`src/rtl/reg_bus_arbiter.sv`:
```
// reg_bus_arbiter
//   Shares the 4-bit register configuration bus between NREQ requesters.
//   One access at a time: IDLE picks a winner, BUS holds valid until the
//   slave acks or the timeout expires, GAP keeps valid low for one more
//   cycle before the next decision. Every output is registered.
//
//   Build option: define ARB_FIXED_PRIO_EN for fixed-priority arbitration
//   (lowest index wins). Without it, arbitration is round-robin starting
//   after the last granted requester.
//
// Handshake: a requester raises req_valid[i] with its address/data and holds
//   them until it sees req_done[i] or req_fault[i] (one-cycle pulses). The
//   slave side sees valid held high with stable address/data until ack.
//
// Ports:
//   clk, rst              clock, asynchronous active-high reset
//   req_valid/addr/data   per-requester request, 4-bit fields packed by index
//   req_done/req_fault    per-requester completion / timeout pulses
//   rsp_data/_valid       readback captured during the last access
//   grant                 one-hot current owner (0 when idle)
//   busy                  high in BUS and GAP
//   address/data/valid    slave bus request
//   ack/data_out/_valid   ORed slave response
//   fault                 sticky timeout indicator
module reg_bus_arbiter #(
    parameter int NREQ           = 3,
    parameter int TIMEOUT_CYCLES = 255,
    parameter int CNT_W          = 8
) (
    input  logic              clk,
    input  logic              rst,
    input  logic [NREQ-1:0]   req_valid,
    input  logic [4*NREQ-1:0] req_addr,
    input  logic [4*NREQ-1:0] req_data,
    output logic [NREQ-1:0]   req_done,
    output logic [NREQ-1:0]   req_fault,
    output logic [3:0]        rsp_data,
    output logic              rsp_data_valid,
    output logic [NREQ-1:0]   grant,
    output logic              busy,
    output logic [3:0]        address,
    output logic [3:0]        data,
    output logic              valid,
    input  logic              ack,
    input  logic [3:0]        data_out,
    input  logic              data_out_valid,
    output logic              fault
);
    localparam int IDX_W = (NREQ > 1) ? $clog2(NREQ) : 1;

    typedef enum logic [1:0] {IDLE = 2'd0, BUS = 2'd1, GAP = 2'd2} state_t;

    state_t           state, state_nxt;
    logic [IDX_W-1:0] last_grant, last_grant_nxt, winner;
    logic [CNT_W-1:0] count, count_nxt;
    logic             captured, captured_nxt;
    logic             timeout_hit;
    logic [3:0]       sel_addr, sel_data;

    logic [NREQ-1:0]  req_done_nxt, req_fault_nxt, grant_nxt;
    logic [3:0]       rsp_data_nxt, address_nxt, data_nxt;
    logic             rsp_data_valid_nxt, busy_nxt, valid_nxt, fault_nxt;

    assign timeout_hit = (count == CNT_W'(TIMEOUT_CYCLES - 1));

    // Winner selection and request mux.
`ifdef ARB_FIXED_PRIO_EN
    always_comb begin
        winner = last_grant;
        for (int i = NREQ - 1; i >= 0; i--) begin
            if (req_valid[i]) winner = IDX_W'(i);
        end
        sel_addr = '0;
        sel_data = '0;
        for (int i = 0; i < NREQ; i++) begin
            if (winner == IDX_W'(i)) begin
                sel_addr = req_addr[4*i +: 4];
                sel_data = req_data[4*i +: 4];
            end
        end
    end
`else
    logic [IDX_W:0] cand;
    logic           found;
    always_comb begin
        winner = last_grant;
        found  = 1'b0;
        cand   = '0;
        // Walk last_grant+1 .. last_grant+NREQ, wrapping at NREQ.
        for (int k = 1; k <= NREQ; k++) begin
            cand = {1'b0, last_grant} + (IDX_W+1)'(k);
            if (cand >= (IDX_W+1)'(NREQ)) cand = cand - (IDX_W+1)'(NREQ);
            if (!found && req_valid[cand[IDX_W-1:0]]) begin
                winner = cand[IDX_W-1:0];
                found  = 1'b1;
            end
        end
        sel_addr = '0;
        sel_data = '0;
        for (int i = 0; i < NREQ; i++) begin
            if (winner == IDX_W'(i)) begin
                sel_addr = req_addr[4*i +: 4];
                sel_data = req_data[4*i +: 4];
            end
        end
    end
`endif

    // State register.
    always_ff @(posedge clk or posedge rst) begin
        if (rst) state <= IDLE;
        else     state <= state_nxt;
    end

    // Next-state logic.
    always_comb begin
        state_nxt = state;
        case (state)
            IDLE:    if (|req_valid) state_nxt = BUS;
            BUS:     if (ack || timeout_hit) state_nxt = GAP;
            GAP:     state_nxt = IDLE;
            default: state_nxt = IDLE;
        endcase
    end

    // Output logic: next values for every registered output and datapath reg.
    always_comb begin
        last_grant_nxt     = last_grant;
        count_nxt          = count;
        captured_nxt       = captured;
        req_done_nxt       = '0;
        req_fault_nxt      = '0;
        rsp_data_nxt       = rsp_data;
        rsp_data_valid_nxt = rsp_data_valid;
        grant_nxt          = grant;
        address_nxt        = address;
        data_nxt           = data;
        valid_nxt          = valid;
        fault_nxt          = fault;
        busy_nxt           = (state_nxt != IDLE);
        case (state)
            IDLE: begin
                valid_nxt = 1'b0;
                grant_nxt = '0;
                if (|req_valid) begin
                    address_nxt    = sel_addr;
                    data_nxt       = sel_data;
                    grant_nxt      = '0;
                    grant_nxt[winner] = 1'b1;
                    valid_nxt      = 1'b1;
                    last_grant_nxt = winner;
                    count_nxt      = '0;
                    captured_nxt   = 1'b0;
                end
            end
            BUS: begin
                count_nxt = count + CNT_W'(1);
                if (data_out_valid) begin
                    rsp_data_nxt = data_out;
                    captured_nxt = 1'b1;
                end
                // Ack has priority over a timeout in the same cycle.
                if (ack) begin
                    valid_nxt                = 1'b0;
                    req_done_nxt[last_grant] = 1'b1;
                    rsp_data_valid_nxt       = captured | data_out_valid;
                end else if (timeout_hit) begin
                    valid_nxt                 = 1'b0;
                    req_fault_nxt[last_grant] = 1'b1;
                    fault_nxt                 = 1'b1;
                    rsp_data_valid_nxt        = 1'b0;
                end
            end
            GAP: begin
                valid_nxt = 1'b0;
                grant_nxt = '0;   // takes effect as the FSM enters IDLE
            end
            default: begin
                valid_nxt = 1'b0;
                grant_nxt = '0;
            end
        endcase
    end

    always_ff @(posedge clk or posedge rst) begin
        if (rst) begin
            last_grant     <= IDX_W'(NREQ - 1);
            count          <= '0;
            captured       <= 1'b0;
            req_done       <= '0;
            req_fault      <= '0;
            rsp_data       <= '0;
            rsp_data_valid <= 1'b0;
            grant          <= '0;
            busy           <= 1'b0;
            address        <= '0;
            data           <= '0;
            valid          <= 1'b0;
            fault          <= 1'b0;
        end else begin
            last_grant     <= last_grant_nxt;
            count          <= count_nxt;
            captured       <= captured_nxt;
            req_done       <= req_done_nxt;
            req_fault      <= req_fault_nxt;
            rsp_data       <= rsp_data_nxt;
            rsp_data_valid <= rsp_data_valid_nxt;
            grant          <= grant_nxt;
            busy           <= busy_nxt;
            address        <= address_nxt;
            data           <= data_nxt;
            valid          <= valid_nxt;
            fault          <= fault_nxt;
        end
    end

endmodule

```
`config.mk`:
```
export PLATFORM = sky130hd
export DESIGN_NAME = reg_bus_arbiter
export DESIGN_NICKNAME = d
export VERILOG_FILES = /design/src/rtl/reg_bus_arbiter.sv
export SDC_FILE = /design/constraint.sdc
export NUM_CORES = 1
export LEC_CHECK = 0
export ABC_AREA = 0
export CAP_MARGIN = 5
export CELL_PAD_IN_SITES_DETAIL_PLACEMENT = 0
export CELL_PAD_IN_SITES_GLOBAL_PLACEMENT = 1
export CORE_AREA = 8 8 79 81
export CTS_BUF_LIST = sky130_fd_sc_hd__clkbuf_4
export DETAILED_ROUTE_END_ITERATION = 10
export DIE_AREA = 0 0 87 89
export PLACE_DENSITY = 0.95
export SLEW_MARGIN = 20
export SYNTH_ARGS = -nofsm -noshare
export SYNTH_HDL_FRONTEND = slang
export SYNTH_SLANG_ARGS = --single-unit
```
`constraint.sdc`:
```
create_clock -name clk -period 6.5 [get_ports clk]
set_input_delay 0.975 -clock clk [delete_from_list [all_inputs] [get_ports clk]]
set_output_delay 0.975 -clock clk [all_outputs]
set_load 0.01 [all_outputs]
```
# Word level (Yosys, flattened, before mapping)
# Cells that the tools add are included.
# totals
elab_cells,103
n_memories,0
out_inout_bits,25
latch_bits,0
ram_bits,0
rom_bits,0
regBits,38
in_bits,35
# op_classes
eq_ne,7
magnitude_cmp,10
n_bitwise,2
mul,0
n_mux,44
shifts,0
n_reduce_logical,19
div,0
n_addsub,7
# op_table
op,count
2-to-1 mux 4 bit,6
2-to-1 mux 3 bit,6
2-to-1 mux 2 bit,8
one-hot mux 8 bit (2 select lines),1
"less-than comparator 2 x 3 -> 1 bit, second input constant",5
2-to-1 mux 1 bit,13
"greater-or-equal comparator 3 x 2 -> 1 bit, second input constant",3
"adder 8 x 1 -> 8 bit, second input constant",1
"equality test 8 bit, second input constant",1
2-to-1 mux 8 bit,1
AND reduction 2 bit,4
"adder 2 x 2 -> 3 bit, second input constant",2
binary-select mux 1 bit (select 2 bit),3
one-hot mux 3 bit (2 select lines),1
AND reduction 3 bit,2
nonzero test 2 bit,3
"subtractor 2 bit, second input constant",3
demux 1 bit (select 2 bit),2
"equality test 2 x 1 -> 1 bit, second input constant",2
"greater-or-equal comparator 2 x 1 -> 1 bit, second input constant",2
logical AND 1 bit,4
logical NOT 2 bit,2
"inequality test 2 bit, second input constant",2
one-hot mux 1 bit (2 select lines),2
other kinds (9),10

# Logic depth before layout (Yosys ltp)
# Gate-level depths: netlist (run 1).
# depth
ltp_word,18
mapped_depth,8
ltp_nobuf,7

# Worst setup path before layout (run 1)
# No wires, ideal clock.
# synth_timing
path_type,in2reg
startpoint,in req_valid[1]
endpoint,reg address[0]
stages,6
setup_ns,0.143
setup_slack_ns,4.232
required_ns,6.357
n_path_buf,1
arrival_time_ns,2.125
cell_sequence,and2_1 -> a2111o_1 -> a31o_2 -> buf_6 -> mux2i_1 -> o221ai_1
# synth_via
elab_chain_cells,13
word_cells_on_any_way,23
cone_classes,eq/ne (2); mux (14); reduce/logical (7)
# synth_rtl
item,line,source
"start, declared",32,"input logic [NREQ-1:0] req_valid,"
binary-select mux 1 bit (select 2 bit),93,if (!found && req_valid[cand[IDX_W-1:0]]) begin
2-to-1 mux 1 bit (not written as such),93,
2-to-1 mux 1 bit,93,
logical NOT 1 bit,93,
logical AND 1 bit,93,
2-to-1 mux 1 bit,93,
logical NOT 1 bit,93,
logical AND 1 bit,93,
2-to-1 mux 2 bit,93,
logical NOT 2 bit,101,if (winner == IDX_W'(i)) begin
2-to-1 mux 4 bit (3 in a row),101,
"end signal, assigned",210,address <= address_nxt;
"end, declared",41,"output logic [3:0] address,"
# Parallel ways exist; a longest one is shown, timed or not. The select of a mux whose other input is x is not followed.
# A chain may end at the register's enable or synchronous reset.

# Final worst setup path (run 1)
# layout_timing
startpoint,in req_valid[0]
endpoint,reg address[1]
# The elaborated chain is that of the path after synthesis.

==> metrics.yaml, run 1 <==
timing:
  tns_ns: 0
  fmax_mhz: 371
  rsz0062_at_grt: "false"
  fin_crit_ns: 2.70
  hold_viol: 0
  worst_pin_slew_ns: 0.819
  setup_violations: 0
  slew_viol_final: 0
  skew_ns: 0.00965
  period_share_pct: 41.5
  slew_headroom_pct: 45.3
logic_synthesis:
  ys_seq_elements: 38
  ys_dominant_reg_cell: "dfrtp_1"
  syn-cell-area_um2: 1890
  yosysMostFrequentCell: "dfrtp_1"
  avgSynthCellArea_um2: 10.2
  synthCells: 185
  seq_area_frac_synth_pct: 50.3
  yosysTopAreaCellShare_pct: 48.9
  yosys.area.top_type: "dfrtp_1"
  synth_edf_count: 0
  ys_top_cells_by_count: "dfrtp_1 (37), nand2_1 (23), inv_1 (13)"
  synth.distinct_cells: 41
  synth_warnings: 0
  syn_nets: 227
  postSynth.asyncResetShare_pct: 100
  synth_area_leaders: "dfrtp_1 (49%), mux2i_1 (5.3%), ha_1 (4.6%)"
place:
  dp_hpwl_mm: 3.29
  place_inst: 309
  gp_congestion: 0.834
  portBuffers: 59
detailed_routing:
  drtPass1Iterations: 4
  dr_total_vias: 1535
  drt-total-wl_mm: 4.30
  drc: 0
  wire_per_inst_um: 13.6
  via_per_inst: 4.86
  ant_nets: 0
  drt-initial-drc-count: 63
floorplan:
  initial_core_util_pct: 38.0
  die_area_um2: 7740
  ioPinCount: 60
  die_y_um: 89
  coreArea_um2: 4980
  die_w_um: 87
  rows: 26
pwr:
  power_density_nw_per_um2: 406
  peakVddDrop_uv: 200
  p_leak_nw: 1.17
cells_and_area:
  n_antenna_cell: 0
  post-route-util_pct: 52.2
  fin_cells: 316
  area_growth_pct: 37.4
  final_nets: 288
  layout-drive-gt1-share_pct: 7.32
clock_network:
  cts_resized: 0
  h-tree-depth: 2
  cts_setup_buffers: 0
  cts_tree: "yes"
  clock-sinks: 38
  cts.path.max_buffers: 2
  holdBufCountCts: 0
  clk_latency_ns: 0.33
  cts-root-buf: "clkbuf_4"
  cts_made_buffers: 5
  clkTransAtPathRegs_ns: 0.09
worst_setup_path:
  path_class: "input pin to flip-flop"
  crit_slowest_cell: "clkdlybuf4s50_1"
  r2r_end: "address[1]$_DFFE_PP0P_"
  crit_chain: "clkdlybuf4s50_1 > a21boi_1 > a2111o_1 > a31o_2 > nand3_1 > o221ai_1"
  cp-start-kind: "input pin"
  arrival_ns: 2.89
  critPathMaxFanout: 13
  ff2ff_path_depth: 7
  crit_required_ns: 6.69
  max_stage_delay_ns: 0.51
  timing.critical_path.max_delay_family: "compound AO/OA/AOI/OAI gates"
  r2r_slack_ns: 4.02
  cp-end-kind: "flip-flop"
  worst-path-buf-inv: 1
  r2r_start: "last_grant[0]$_DFFE_PP0P_"
global_routing:
  grt_pass1_vias: 1673
  gr-total-overflow: 0
  grt_pass1_wl_mm: 7.59
  grt_max_degree: 39
  antenna_found_initial: 0
  grt.total_usage_pct: 12.4
run_status:
  outcome: "complete, no violations"
worst_hold_path:
  whs_endpoint: "fault$_DFFE_PP0P_"
  hp-class: "flip-flop to flip-flop"
  min-delay-start: "fault$_DFFE_PP0P_"
  whs_path_depth: 1
job:
  cap_violations: 0
area by class of cell:
cell class | count | area, um^2
well taps | 70 | 87.6
clock buffers | 7 | 52.6
inverters | 13 | 48.8
fillers | 453 | 2380
repair buffers | 60 | 598
flip-flops and latches | 38 | 952
multi-input cells | 128 | 860
cell families after synthesis:
family / synth area share (%)
DFF: 50.3
AOI/OAI and AO/OA: 13.0
buffers and inverters: 4.23
xor gates and xnor gates: 1.39
and+or+nand+nor: 18.8
muxes: 7.67
adders and majority gates: 4.63
cell usage in the layout (no fill, tap or decap), types with 2 or more instances in the layout:
master            n
mux2_2            4
nand2b_1          4
nor3_1            4
o211ai_1          2
nor2b_1           3
and3_1            5
xor2_1            3
or2_2             2
clkbuf_4          7
inv_1            13
nand2_1          23
o221ai_1          7
o21ai_1           3
nand4_1           4
mux2i_1          10
nand3_1          12
o21ai_0           9
clkdlybuf4s50_1  59
nor2_1            4
and2_1            5
ha_1              7
a31o_2            2
dfrtp_1          37
worst max-delay path by stage:
stage                 start                endpoint  slack [ns]  cells after the start
3_3_place_gp   req_valid[0]  address[0]$_DFFE_PP0P_        3.51                      6
6_report       req_valid[0]  address[1]$_DFFE_PP0P_        3.80                      6
4_1_cts        req_valid[0]  address[0]$_DFFE_PP0P_        3.80                      6
5_1_grt        req_valid[2]     data[0]$_DFFE_PP0P_        3.67                      6
3_5_place_dp   req_valid[0]  address[1]$_DFFE_PP0P_        3.43                      6
2_1_floorplan  req_valid[1]  address[0]$_DFFE_PP0P_        4.23                      6
routing by layer:
metal  track usage, %  vias up  wire length, um  share of wire (%)
met5                0        -                0                  0
met4             4.54        0               78                1.8
met3             6.34        8              413                9.6
met2             19.4       52             1970                 46
met1             14.1      699             1830                 43
li1                 -      776                -                  -
worst reg2reg max path, delay by kind of cell, from the launching register on:
kind                     cells  cell delay, ns
buffers and inverters        1            0.18
flip-flops                   1            0.49
adder cells (fa/ha/maj)      1            0.30
AO/OA/AOI/OAI                3            0.88
AND/OR/NAND/NOR              2            0.48
report_power, final:
group / switching (mW) / internal (mW)
clock: 0.0667 / 0.0491
combinational: 0.293 / 0.273
sequential: 0.0538 / 0.320
total: 0.413 / 0.642
registers in the layout (all words and copies together), names as in the netlist, 2 cells and up:
register    count
state           2
address         4
count           8
req_fault       3
last_grant      2
grant           3
rsp_data        4
data            4
req_done        3
metrics by stage:
step / setup slack [ns] / cell area [um^2] / total power, mW / hold WS [ns]
5_1_grt: 3.67 / 2600 / 1.15 / 0.494
3_3_place_gp: 3.51 / 2550 / 0.937 / 0.457
6_report: 3.80 / 2600 / 1.05 / 0.477
2_1_floorplan: 4.23 / 1890 / 0.749 / 0.448
3_5_place_dp: 3.43 / 2550 / 0.949 / 0.461
4_1_cts: 3.80 / 2600 / 1.07 / 0.484
No activity file was read; power rests on OpenSTA's default activity.
==> run 2, diff against run 1 <==
CORE_AREA = 8 8 86 88   (was 8 8 79 81)
DIE_AREA = 0 0 94 96   (was 0 0 87 89)
PLACE_DENSITY = 0.87   (was 0.95)
clock period = 2.4 ns   (was 6.5 ns; I/O delays follow)
==> run 2 against run 1 <==
  * Register-to-register slack got worse by 3.8 ns
  * Critical path type is now flip-flop to flip-flop
  * Final area rose by 2.6%
  * Setup slack got worse by 3.6 ns
  * Combinational power rose to 3.0 times the previous value
  * Flip-flop and latch count did not move
  * Clock skew rose by 0.0048 ns
  * Highest routed layer unchanged
  * Clock power rose to 2.7 times the previous value
==> metrics.yaml, run 2 (synthesized netlist as in run 1, its figures left out) <==
worst_setup_path:
  timing.critical_path.max_delay_family: "compound AO/OA/AOI/OAI gates"
  worst-path-buf-inv: 2  # +1
  critPathMaxFanout: 10  # -3
  crit_required_ns: 2.66  # -4.03 ns
  arrival_ns: 2.47  # -0.42 ns
  cp-start-kind: "flip-flop"
  crit_chain: "inv_1 > ha_1 > nand2b_1 > a31o_2 > o21ai_0 > o21ai_2 > buf_4 > o211ai_1"
  path_class: "flip-flop to flip-flop"
  crit_slowest_cell: "dfstp_2"
  max_stage_delay_ns: 0.58  # +0.07 ns
  cp-end-kind: "flip-flop"
clock_network:
  h-tree-depth: 2  # unchanged
  clkTransAtPathRegs_ns: 0.12  # +0.03 ns
  cts_made_buffers: 5  # unchanged
  cts_setup_buffers: 0  # unchanged
  clock-sinks: 38  # unchanged
  cts.path.max_buffers: 2  # unchanged
  holdBufCountCts: 0  # unchanged
  clk_latency_ns: 0.35  # +0.02 ns
  cts_tree: "yes"
  cts-root-buf: "clkbuf_4"
worst_hold_path:
  hp-class: "input pin to asynchronous set/reset pin"
detailed_routing:
  drc: 0  # unchanged
  ant_nets: 0  # unchanged
  drtPass1Iterations: 4  # unchanged
  drt-initial-drc-count: 76  # +21%
  via_per_inst: 4.78  # -1.7%
  drt-total-wl_mm: 4.47  # +3.8%
  wire_per_inst_um: 13.6  # -0.27%
  dr_total_vias: 1571  # +2.3%
place:
  dp_hpwl_mm: 3.45  # +4.7%
  placed_cell_area_um2: 2610  # +2.3%
  gp_congestion: 0.836  # +0.17%
  portBuffers: 59  # unchanged
timing:
  rsz0062_at_grt: "false"
  slew_viol_final: 0  # unchanged
  period_share_pct: 92.0
  setup_violations: 0  # unchanged
  slew_headroom_pct: 66.1  # +21 points
  tns_ns: 0  # unchanged
  fin_crit_ns: 2.21
  skew_ns: 0.0145  # +0.00484 ns
  hold_ws_ns: 0.408  # -0.0692 ns
  hold_viol: 0  # unchanged
  worst_pin_slew_ns: 0.504  # -0.315 ns
  fmax_mhz: 453
cells_and_area:
  layout-drive-gt1-share_pct: 9.92  # +2.6 points
  finalInstanceArea_um2: 2670  # +2.6%
  multi_input_area_um2: 867  # +0.87%
  layout_common_cells: "clkdlybuf4s50_1 (59), dfrtp_1 (37), nand2_1 (23)"
  largest_reg_flops: 8  # unchanged
  fillers: 612  # +35%
  final_common_cell: "clkdlybuf4s50_1"
  final-seq-area_um2: 952  # unchanged
  area_growth_pct: 40.9
  largest-register: "count"
  final_nets: 293  # +1.7%
  n_antenna_cell: 0  # unchanged
global_routing:
  grt.total_usage_pct: 10.2  # -2.1 points
  grt_max_degree: 39  # unchanged
  gr-total-overflow: 0  # unchanged
  grt_pass1_vias: 1577  # -5.7%
  grt_pass1_wl_mm: 7.36  # -3.1%
  antenna_found_initial: 0  # unchanged
floorplan:
  die_y_um: 96  # +7.9%
  rows: 29  # +12%
  initial_core_util_pct: 31.0  # -7.0 points
  die_w_um: 94  # +8.0%
  die_area_um2: 9020  # +17%
  ioPinCount: 60  # unchanged
  coreArea_um2: 6100  # +22%
pwr:
  clockPowerShare_pct: 10.5  # -0.5 points
  power_density_nw_per_um2: 1130  # +180%
  seqPwrFrac_pct: 33.2  # -2.2 points
  switching_share_pct: 39.2  # about the same
  peakVddDrop_uv: 529  # +160%
  power_frac_comb_pct: 56.3  # +2.7 points
  switching_power_mw: 1.18  # +190%
  p_leak_nw: 1.19  # +2.0%
  p_int_mw: 1.83  # +190%
run_status:
  outcome: "complete, no violations"
job:
  cap_violations: 0  # unchanged
[run 2: cell count changes in the layout (fill, tap and decap cells not counted)]
cell	before	now
ha_2	0	1
nand3_1	12	11
buf_4	1	5
ha_1	7	6
clkinv_2	0	1
clkbuf_4	7	5
clkinvlp_4	0	1
clkinv_1	0	1
nand3_2	0	1
buf_12	0	1
[run 2: layout make-up]
class	count	area share [%]
Clock buffer	5	1.41
Clock inverter	3	0.610
Inverter	13	1.83
Multi-Input combinational cell	128	32.5
Sequential cell	38	35.7
Tap cell	77	3.61
Timing Repair Buffer	65	24.3
[run 2: final timing paths]
| check | slack [ns] | startpoint | to | cells after the start |
|---|---|---|---|---|
| max reg2reg | 0.19 | last_grant[1]$_DFFE_PP1P_ | address[2]$_DFFE_PP0P_ | 8 |
| max in group asynchronous | 1.63 | rst | last_grant[1]$_DFFE_PP1P_ | 3 |
| max | 0.19 | last_grant[1]$_DFFE_PP1P_ | address[2]$_DFFE_PP0P_ | 8 |
| min in group clk | 0.50 | captured$_DFFE_PP0P_ | captured$_DFFE_PP0P_ | 2 |
| min | 0.41 | rst | rsp_data[1]$_DFFE_PP0P_ | 3 |
| min reg2reg | 0.50 | captured$_DFFE_PP0P_ | captured$_DFFE_PP0P_ | 2 |
[run 2: tightest hold or removal path, cell delays in order]
cell	delay [ns]
clkdlybuf4s50_1	0.39
inv_1	0.05
buf_4	0.40
[run 2: what timing repair did]
| action | CTS | global route |
|---|---|---|
| endpoints found under the setup margin | 0 | 7 |
| endpoints found under the hold margin | 0 | 0 |
| resized for setup | 0 | 2 |
[run 2: power by group through the flow]
stage | clock [mW] | sequential (mW) | combinational [mW]
CTS | 0.329 | 1.00 | 1.72
global placement | 0 | 1.00 | 1.69
finish | 0.316 | 1.00 | 1.70
global route | 0.363 | 1.03 | 1.89
detailed placement | 0 | 1.01 | 1.71
floorplan | 0 | 1.07 | 0.958
[run 2: routing by layer]
metal	track usage (%)	vias to the layer above	routed length (um)
li1	-	789	-
met1	12.3	723	1960
met2	15.5	53	2010
met3	5.62	6	451
met4	2.64	0	39
met5	0	-	0
[run 2: per-stage QoR]
stage / instances / total power, mW / setup slack (ns) / util (%)
global route: 329 / 3.28 / 0.0292 / 43.7
CTS: 329 / 3.05 / 0.114 / 43.6
finish: 329 / 3.01 / 0.192 / 43.7
global placement: 321 / 2.70 / 0.0820 / 42.7
detailed placement: 321 / 2.73 / 0.0525 / 42.7
floorplan: 185 / 2.03 / 0.327 / -
